## src/rtl/ds_feed_ctrl_if.sv

```systemverilog
// Purpose : sample stream into the DeltaSigma feed sequencer and the held sample out of it.
// Latency : none; signal bundle only.
// Backpressure: in_valid/in_ready handshake on the input side; the modulator side never stalls.
// Ports   : in_data/in_valid (source->ctrl), in_ready (ctrl->source),
//           mod_data/mod_tick/mod_clr (ctrl->modulator).
interface ds_feed_ctrl_if #(
    parameter int DATA_W = 14
);
    logic [DATA_W-1:0] in_data;
    logic              in_valid;
    logic              in_ready;
    logic [DATA_W-1:0] mod_data;
    logic              mod_tick;
    logic              mod_clr;

    // master: the interpolator/testbench side driving samples in
    modport master (
        output in_data, in_valid,
        input  in_ready, mod_data, mod_tick, mod_clr
    );

    // slave: the sequencer itself
    modport slave (
        input  in_data, in_valid,
        output in_ready, mod_data, mod_tick, mod_clr
    );
endinterface

```

## src/rtl/ds_feed_ctrl.sv

```systemverilog
// Purpose : buffers samples and holds each on mod_data for OSR clocks; keeps modulator cleared until primed.
// Latency : first sample on mod_data 1 clk after RUN entry, then one new sample every OSR clks.
// Backpressure: in_ready drops when the FIFO is full or enable is low; an empty pop mutes and flags underflow.
// Ports   : clk, reset (async, active-high), enable, clear_flags,
//           bus (slave: in_data/in_valid/in_ready, mod_data/mod_tick/mod_clr),
//           fifo_level (occupancy), underflow (sticky).
module ds_feed_ctrl #(
    parameter int DATA_W     = 14,
    parameter int OSR        = 16,
    parameter int FIFO_DEPTH = 4,
    parameter int PRIME_LVL  = 2,
    localparam int LVL_W     = $clog2(FIFO_DEPTH) + 1
) (
    input  logic              clk,
    input  logic              reset,
    input  logic              enable,
    input  logic              clear_flags,
    ds_feed_ctrl_if.slave     bus,
    output logic [LVL_W-1:0]  fifo_level,
    output logic              underflow
);
    localparam int PTR_W = $clog2(FIFO_DEPTH);
    localparam int CNT_W = $clog2(OSR);

    typedef enum logic [1:0] {S_IDLE, S_PRIME, S_RUN} state_t;

    state_t             state_q, state_d;
    logic [PTR_W-1:0]   wr_ptr_q, rd_ptr_q;
    logic [LVL_W-1:0]   level_q;
    logic [CNT_W-1:0]   osr_cnt_q;
    logic [DATA_W-1:0]  mod_data_q;
    logic               mod_tick_q;
    logic               underflow_q;
    logic [DATA_W-1:0]  mem [FIFO_DEPTH];

    logic full, empty, in_ready, push, pop, flush, mod_clr;

    assign full     = (level_q == LVL_W'(FIFO_DEPTH));
    assign empty    = (level_q == '0);
    // Gating with reset keeps in_ready low while reset is held, even if enable is already up.
    assign in_ready = enable & ~full & ~reset;
    assign push     = bus.in_valid & in_ready;

    // ---------------- FSM: state register ----------------
    always_ff @(posedge clk or posedge reset) begin
        if (reset) state_q <= S_IDLE;
        else       state_q <= state_d;
    end

    // ---------------- FSM: next state ----------------
    always_comb begin
        state_d = state_q;
        case (state_q)
            S_IDLE:  if (enable) state_d = S_PRIME;
            S_PRIME: begin
                if (!enable)                             state_d = S_IDLE;
                else if (level_q >= LVL_W'(PRIME_LVL))   state_d = S_RUN;
            end
            S_RUN:   if (!enable) state_d = S_IDLE;
            default: state_d = S_IDLE;
        endcase
    end

    // ---------------- FSM: outputs ----------------
    always_comb begin
        mod_clr = (state_q != S_RUN);
        pop     = (state_q == S_RUN) && enable && (osr_cnt_q == '0);
        // enable low always means IDLE next clk, so the datapath is flushed on the same edge.
        flush   = ~enable;
    end

    // ---------------- FIFO storage (no reset needed; guarded by level) ----------------
    always_ff @(posedge clk) begin
        if (push) mem[wr_ptr_q] <= bus.in_data;
    end

    // ---------------- datapath ----------------
    always_ff @(posedge clk or posedge reset) begin
        if (reset) begin
            wr_ptr_q   <= '0;
            rd_ptr_q   <= '0;
            level_q    <= '0;
            osr_cnt_q  <= '0;
            mod_data_q <= '0;
            mod_tick_q <= 1'b0;
        end else if (flush) begin
            wr_ptr_q   <= '0;
            rd_ptr_q   <= '0;
            level_q    <= '0;
            osr_cnt_q  <= '0;
            mod_data_q <= '0;
            mod_tick_q <= 1'b0;
        end else begin
            if (push)          wr_ptr_q <= wr_ptr_q + PTR_W'(1);
            if (pop && !empty) rd_ptr_q <= rd_ptr_q + PTR_W'(1);

            case ({push, pop && !empty})
                2'b10:   level_q <= level_q + LVL_W'(1);
                2'b01:   level_q <= level_q - LVL_W'(1);
                default: level_q <= level_q;
            endcase

            if (state_q == S_RUN)
                osr_cnt_q <= (osr_cnt_q == CNT_W'(OSR - 1)) ? '0 : osr_cnt_q + CNT_W'(1);
            else
                osr_cnt_q <= '0;

            mod_tick_q <= pop;
            // An empty pop mutes the modulator rather than repeating stale data.
            if (pop) mod_data_q <= empty ? '0 : mem[rd_ptr_q];
        end
    end

    // Sticky underflow survives flushes; a new empty pop beats a simultaneous clear.
    always_ff @(posedge clk or posedge reset) begin
        if (reset)               underflow_q <= 1'b0;
        else if (pop && empty)   underflow_q <= 1'b1;
        else if (clear_flags)    underflow_q <= 1'b0;
    end

    assign bus.in_ready = in_ready;
    assign bus.mod_data = mod_data_q;
    assign bus.mod_tick = mod_tick_q;
    assign bus.mod_clr  = mod_clr;
    assign fifo_level   = level_q;
    assign underflow    = underflow_q;
endmodule
```

## src/flat_wrapper.sv

```systemverilog
// flat-port wrapper written by rule: the top's interface ports become plain ports
module ds_feed_ctrl_flat 
#(
    parameter int DATA_W     = 14,
    parameter int OSR        = 16,
    parameter int FIFO_DEPTH = 4,
    parameter int PRIME_LVL  = 2,
    localparam int LVL_W     = $clog2(FIFO_DEPTH) + 1
)
  (clk, reset, enable, clear_flags, fifo_level, underflow, bus_in_data, bus_in_valid, bus_in_ready, bus_mod_data, bus_mod_tick, bus_mod_clr);
  ds_feed_ctrl_if #(.DATA_W(DATA_W)) bus_i ();
  input  logic clk;
  input  logic reset;
  input  logic enable;
  input  logic clear_flags;
  output logic [LVL_W-1:0] fifo_level;
  output logic underflow;
  input wire logic [$bits(bus_i.in_data)-1:0] bus_in_data;
  input wire logic [$bits(bus_i.in_valid)-1:0] bus_in_valid;
  output wire logic [$bits(bus_i.in_ready)-1:0] bus_in_ready;
  output wire logic [$bits(bus_i.mod_data)-1:0] bus_mod_data;
  output wire logic [$bits(bus_i.mod_tick)-1:0] bus_mod_tick;
  output wire logic [$bits(bus_i.mod_clr)-1:0] bus_mod_clr;
  assign bus_i.in_data = bus_in_data;
  assign bus_i.in_valid = bus_in_valid;
  assign bus_in_ready = bus_i.in_ready;
  assign bus_mod_data = bus_i.mod_data;
  assign bus_mod_tick = bus_i.mod_tick;
  assign bus_mod_clr = bus_i.mod_clr;
  ds_feed_ctrl #(.DATA_W(DATA_W), .OSR(OSR), .FIFO_DEPTH(FIFO_DEPTH), .PRIME_LVL(PRIME_LVL)) u_core (.clk(clk), .reset(reset), .enable(enable), .clear_flags(clear_flags), .bus(bus_i), .fifo_level(fifo_level), .underflow(underflow));
endmodule
```

## config.mk

```make
export PLATFORM = sky130hd
export DESIGN_NAME = ds_feed_ctrl_flat
export DESIGN_NICKNAME = d
export VERILOG_FILES = /design/src/rtl/ds_feed_ctrl_if.sv /design/src/rtl/ds_feed_ctrl.sv /design/src/flat_wrapper.sv
export SDC_FILE = /design/constraint.sdc
export NUM_CORES = 1
export LEC_CHECK = 0
export CORE_AREA = 4 4 105 107
export CTS_CLUSTER_SIZE = 40
export DETAILED_ROUTE_END_ITERATION = 6
export DIE_AREA = 0 0 109 111
export PLACE_DENSITY_LB_ADDON = 0.2
export SLEW_MARGIN = 15
export SYNTH_ARGS = -nofsm -noshare
export SYNTH_HDL_FRONTEND = slang
export SYNTH_SLANG_ARGS = --single-unit
```

## constraint.sdc

```tcl
create_clock -name clk -period 2.42 [get_ports clk]
set_input_delay 0.242 -clock clk [delete_from_list [all_inputs] [get_ports clk]]
set_output_delay 0.242 -clock clk [all_outputs]
set_load 0.03 [all_outputs]
```

# == After elaboration in Yosys (flattened, before gate mapping) ==
# Memories as Yosys holds them, arrays and structs flattened.
# Cells that the tools add are included.
# totals
regBits,29
ram_bits,56
input_bits,19
mem_count,1
# op_classes
addsub,5
magnitude_cmp,1
n_eq_ne,14
mux,22
bitwise_logic,5
reduce_logical,10
# mem_list
memory,words,word_bits,rd,rd_clocked_by_memory_dff,write_ports,line_no,rtl
u_core.mem,4,14,1,0,1,ds_feed_ctrl.sv:34,logic [DATA_W-1:0] mem [FIFO_DEPTH];
# op_table
operator,count
$mux W14,3
$mux W2,8
$mux W4,3
$ne A2 B1 Y1 const B,3
$ne A2 B2 Y1 const B,3
$pmux W2 S3,1
$pmux W3 S2,1
$mux W1,5
$add A2 B1 Y2 const B,2
$add A4 B1 Y4 const B,1
$eq A2 B1 Y1 const B,2
$eq A2 B2 Y1 const B,2
$eq A4 B4 Y1 const B,1
$logic_and A1 B1 Y1,4
$logic_not A4 Y1,1
$add A3 B1 Y3 const B,1
$and A1 B1 Y1,3
$eq A3 B3 Y1 const B,1
$ge A3 B2 Y1 const B,1
$logic_not A3 Y1,1
$mux W3,1
$ne A3 B1 Y1 const B,1
$ne A3 B2 Y1 const B,1
$reduce_and A3 Y1,1
other kinds (5),6

# == Longest topological paths before layout ==
# logic_depth
depth_word,8
depth_mapped,10
ltp_nobuf,10

# == Worst setup path after synthesis ==
# No wires, ideal clock.
# synth_timing
path_kind,reg-to-reg
from,reg u_core.level_q[2] (netlist: u_core.fifo_level[2])
to,reg u_core.level_q[1] (netlist: u_core.fifo_level[1])
setup_time_ns,0.135
arrival_time_ns,2.159
path_slack_ns,0.126
stages_incl_launch_ff,8
n_path_buf,1
synth_period_minus_slack_ns,2.294
path_cell_list,dfrtp_1 > or3b_4 > and3_4 > buf_6 > nor2_1 > fa_1 > a221oi_1 > nor3_1
# synth_via
elab_chain_cells,8
elab_cells_between_ends,13
# synth_rtl
item,line_no,rtl
start: declaration,ds_feed_ctrl.sv:29,logic [LVL_W-1:0] level_q;
start signal: assignment,ds_feed_ctrl.sv:98,2'b10: level_q <= level_q + LVL_W'(1);
start signal: assignment,ds_feed_ctrl.sv:99,2'b01: level_q <= level_q - LVL_W'(1);
start signal: assignment,ds_feed_ctrl.sv:100,default: level_q <= level_q;
$eq A3 B3 Y1,ds_feed_ctrl.sv:38,assign full = (level_q == LVL_W'(FIFO_DEPTH));
$not A1 Y1,ds_feed_ctrl.sv:41,assign in_ready = enable & ~full & ~reset;
$and A1 B1 Y1 (2 in a row),ds_feed_ctrl.sv:41,
$and A1 B1 Y1,ds_feed_ctrl.sv:42,assign push = bus.in_valid & in_ready;
$eq A2 B1 Y1 / $eq A2 B2 Y1 (equally long branches),ds_feed_ctrl.sv:97,"case ({push, pop && !empty})"
$pmux W3 S2,ds_feed_ctrl.sv:97,
$mux W3,ds_feed_ctrl.sv:86,end else if (flush) begin
# Several ways; a longest one is shown, not always the timed one.
# A chain may end at the register's enable or synchronous reset.

# == Worst setup path in the final report ==
# layout_timing
from,reg u_core.level_q[0] (netlist: u_core.fifo_level[0])
to,reg u_core.level_q[2] (netlist: u_core.fifo_level[2])
# Same word-level chain as after synthesis.

==> results.md <==
- Portion of the clock cycle consumed by the worst path in the final layout: 90.79%
- Register bit total from synthesis: 85
- Cells after Synth: 198
- TritonCTS clock tree: yes
- Number of instances resized during post-cts repair: 0
- Vertical extent of the die: 111 um
- Antenna Cells: 0
- Global-route usage over all layers: 12.24%
- Setup-failing EPs final: 0
- Number of rows in the core area: 37
- Number of slew-limit violations in the final report: 0
- Part of the Yosys area used for sequential elements: 69.99%
- Arrival time of the worst setup path: 2.49 ns
- Total die area: 12100 um2
- Combined area of the multi-input logic cells: 928.4 um2
- Total number of vias: 1914
- Gate power share: 5.4%
- TritonCTS Buffers: 9
- Core footprint: 10140 um2
- Highest attainable clock frequency: 455.1 MHz
- Yosys synthesis warning count: 0
- Detailed Route Iter0 Violations: 68
- Mux contribution to synthesized area: 9.749%
- First-pass GRT wire length: 11.01 mm
- Worst Max-Slew Pin Slew: 0.7731 ns
- DRC errors left: 0
- Post-layout min period: 2.197 ns
- Internal power: 2.050 mW
- Category of the most critical setup path: reg2reg
- Final WL: 6.838 mm
- Worst Setup End Kind: flip-flop
- Hpwl dp: 4.316 mm
- Leak: 1.500 nW
- Per-cell routed wire length: 17.67 um
- H-tree level count: 3
- Clock latency at the later pin of the worst-skew pair: 0.36 ns
- Commonest cells after routing, fill and taps aside: 56 x edfxtp_1, 38 x clkdlybuf4s50_1, 29 x dfrtp_1, 14 x mux4_2, 14 x a32o_1
- Compound-Gate Fraction of Synth Area: 7.275%
- Largest fanout of any net on the critical path: 7
- Avg Inst Size Synth: 17.37 um2
- Number of nets produced by synthesis: 224
- Synthesized-area fraction occupied by and/or/nand/nor cells: 6.439%
- VDD IR max: 0.2220 mV
- Switching fraction of total power: 24.75%
- First-pass iteration count of the detailed router: 5
- Cts-stage hold buffer count: 0
- Register share of total power: 58.1%
- Combined area of all synthesized cells: 3440 um2
- Total count of hold-check failures in the final report: 0
- Final ANT Viol Nets: 0
- CTS Root Cell: clkbuf_8
- Total Nets Final: 272
- Area share of xor/xnor cells in the synthesized design: 0.7639%
- Area Growth Syn to Fin: 22.19%
- Total number of clock tree sinks: 85
- Top cells by area, synth: edfxtp_1 49%, dfrtp_1 21%, mux4_2 9.2%, a32o_1 4.1%, ha_1 2.2%
- Die width: 109 um
- Largest area contributor in the synthesized netlist: edfxtp_1
- Total of max-cap violations: 0
- Data required time at the worst endpoint: 2.72 ns
- Clock slew at the register clock pins of the worst setup and hold paths: 0.10 ns
- Number of unique standard cell types used by synthesis: 43
- Overflow left after global routing: 0
- Clock Power Share: 36.5%
- GPL Wtd Cong: 0.8174
- Async set-or-reset flop fraction in the synthesized netlist: 34.12%
- Starting density of the core: 33.93%
- Most common flop cell mapped by yosys: edfxtp_1
- Result of the run: completed
- Worst Skew: 0.01195 ns
- Antenna violations before repair: 0
- Count of input and output buffers: 39
- Share of Yosys cell area claimed by the top area cell type: 48.89%
- Fill count: 905
- Unrepaired setup endpoints after global routing: no
- Fraction of final layout cells sized beyond drive strength 1: 19.92%
- Count of boundary I/O pins: 40
- Via density per instance: 4.946
- Number of global-route vias before repair: 2024
- Sequential cell area: 2407 um2
- Kind of start point of the critical path: flip-flop
- Largest buffer count on any clock path: 2
- Number of setup buffers added after CTS: 0
- Headroom to the max-slew limit: 48.46%
- Power per Cell Area: 648.2 nW/um2
- Largest net degree at the start of global routing: 30
- Hold Slack: 0.3104 ns
- Share of synthesized cell area in full adder, half adder and majority cells: 2.765%
- Type of the worst min-delay path: in2async
- Leading cell type in the layout, fill and taps excluded: edfxtp_1
- Main combinational cell family by area after synthesis: multiplexers
- Total Negative Setup Slacks: 0 ns
- Number of synthesized flops with an enable pin: 56
- Switching component of the power: 674.4 uW
[power by group through the flow]
| stage | combinational, mW | sequential, mW | clock (mW) |
|---|---|---|---|
| after floorplan | 0.0646 | 1.62 | 0 |
| after global placement | 0.148 | 1.61 | 0 |
| after detailed placement | 0.151 | 1.61 | 0 |
| after CTS | 0.151 | 1.58 | 1.03 |
| after global routing | 0.162 | 1.59 | 1.10 |
| final | 0.147 | 1.58 | 0.995 |
[cells by family (layout without fill, tap and decap cells)]
group | after synthesis | count (layout)
flops | 85 | 85
xor+xnor | 3 | 3
compound gates | 30 | 30
simple gates | 35 | 35
fa+ha+maj | 7 | 7
mux | 16 | 16
buf+inv | 22 | 75
[path summary, 6_finish.rpt]
kind	from	to	slack [ns]	cells past startpoint
min	reset	u_core.bus.mod_data[5]	0.31	3
max	u_core.fifo_level[0]	u_core.fifo_level[2]	0.22	7
max reg2reg	u_core.fifo_level[0]	u_core.fifo_level[2]	0.22	7
min in group clk	clear_flags	u_core.underflow	0.46	2
min reg2reg	u_core.state_q[1]	u_core.state_q[0]	0.49	1
max in group asynchronous	reset	u_core.underflow	1.81	3
[per-layer routing]
metal / vias to the layer above / GRT usage, % / wire length [um]
li1: 879 / - / -
met3: 9 / 2.796 / 225
met4: 0 / 4.630 / 97
met1: 992 / 15.12 / 2917
met2: 34 / 20.64 / 3598
met5: - / 0 / 0
[stage by stage]
stage | power, mW | instances | setup WS (ns) | area [um2] | utilization (%)
2_1_floorplan | 1.687 | 198 | 0.1257 | 3440 | -
3_3_place_gp | 1.762 | 371 | 0.2542 | 4003 | 39.48
3_5_place_dp | 1.766 | 371 | 0.1867 | 4003 | 39.48
4_1_cts | 2.763 | 387 | 0.2153 | 4203 | 41.45
5_1_grt | 2.843 | 387 | 0.09335 | 4203 | 41.45
6_report | 2.724 | 387 | 0.2228 | 4203 | 41.45
[final cells by class]
| cell class | count | share of cell area (%) |
|---|---|---|
| flip-flops and latches | 85 | 57.28 |
| well taps | 136 | 4.049 |
| clock inverters | 7 | 1.816 |
| repair buffers | 48 | 10.84 |
| multi-input cells | 91 | 22.09 |
| clock buffers | 9 | 2.947 |
| inverters | 11 | 0.9824 |
[worst max-delay path, stage by stage, from the launching register on]
cell	delay [ns]
dfrtp_1	0.49
or3_1	0.46
nand3_1	0.14
nor2_1	0.07
fa_1	0.42
a2111oi_0	0.40
a311oi_1	0.08
nand2_1	0.09
[synthesized netlist by cell type (2+ instances only)]
cell       n
or3_1      2
nor4_1     2
a21oi_1    4
mux4_2    14
mux2i_1    2
and2_2     4
ha_1       6
clkbuf_1   6
xnor2_1    3
dfrtp_1   29
inv_1     11
nand2_1    5
nor3_1     2
a32o_1    14
nand3_1    2
buf_2      2
buf_6      2
o21ai_0    3
a311oi_1   2
edfxtp_1  56
nor2_1     5
[sequential cells by signal, summed over array words and instances, names as in the netlist]
register             cells
u_core.bus.mod_data     14
u_core.bus.mod_tick      1
u_core.fifo_level        3
u_core.mem              56
u_core.osr_cnt_q         4
u_core.rd_ptr_q          2
u_core.state_q           2
u_core.underflow         1
u_core.wr_ptr_q          2
Note: power is estimated with default switching activity, not from simulation.
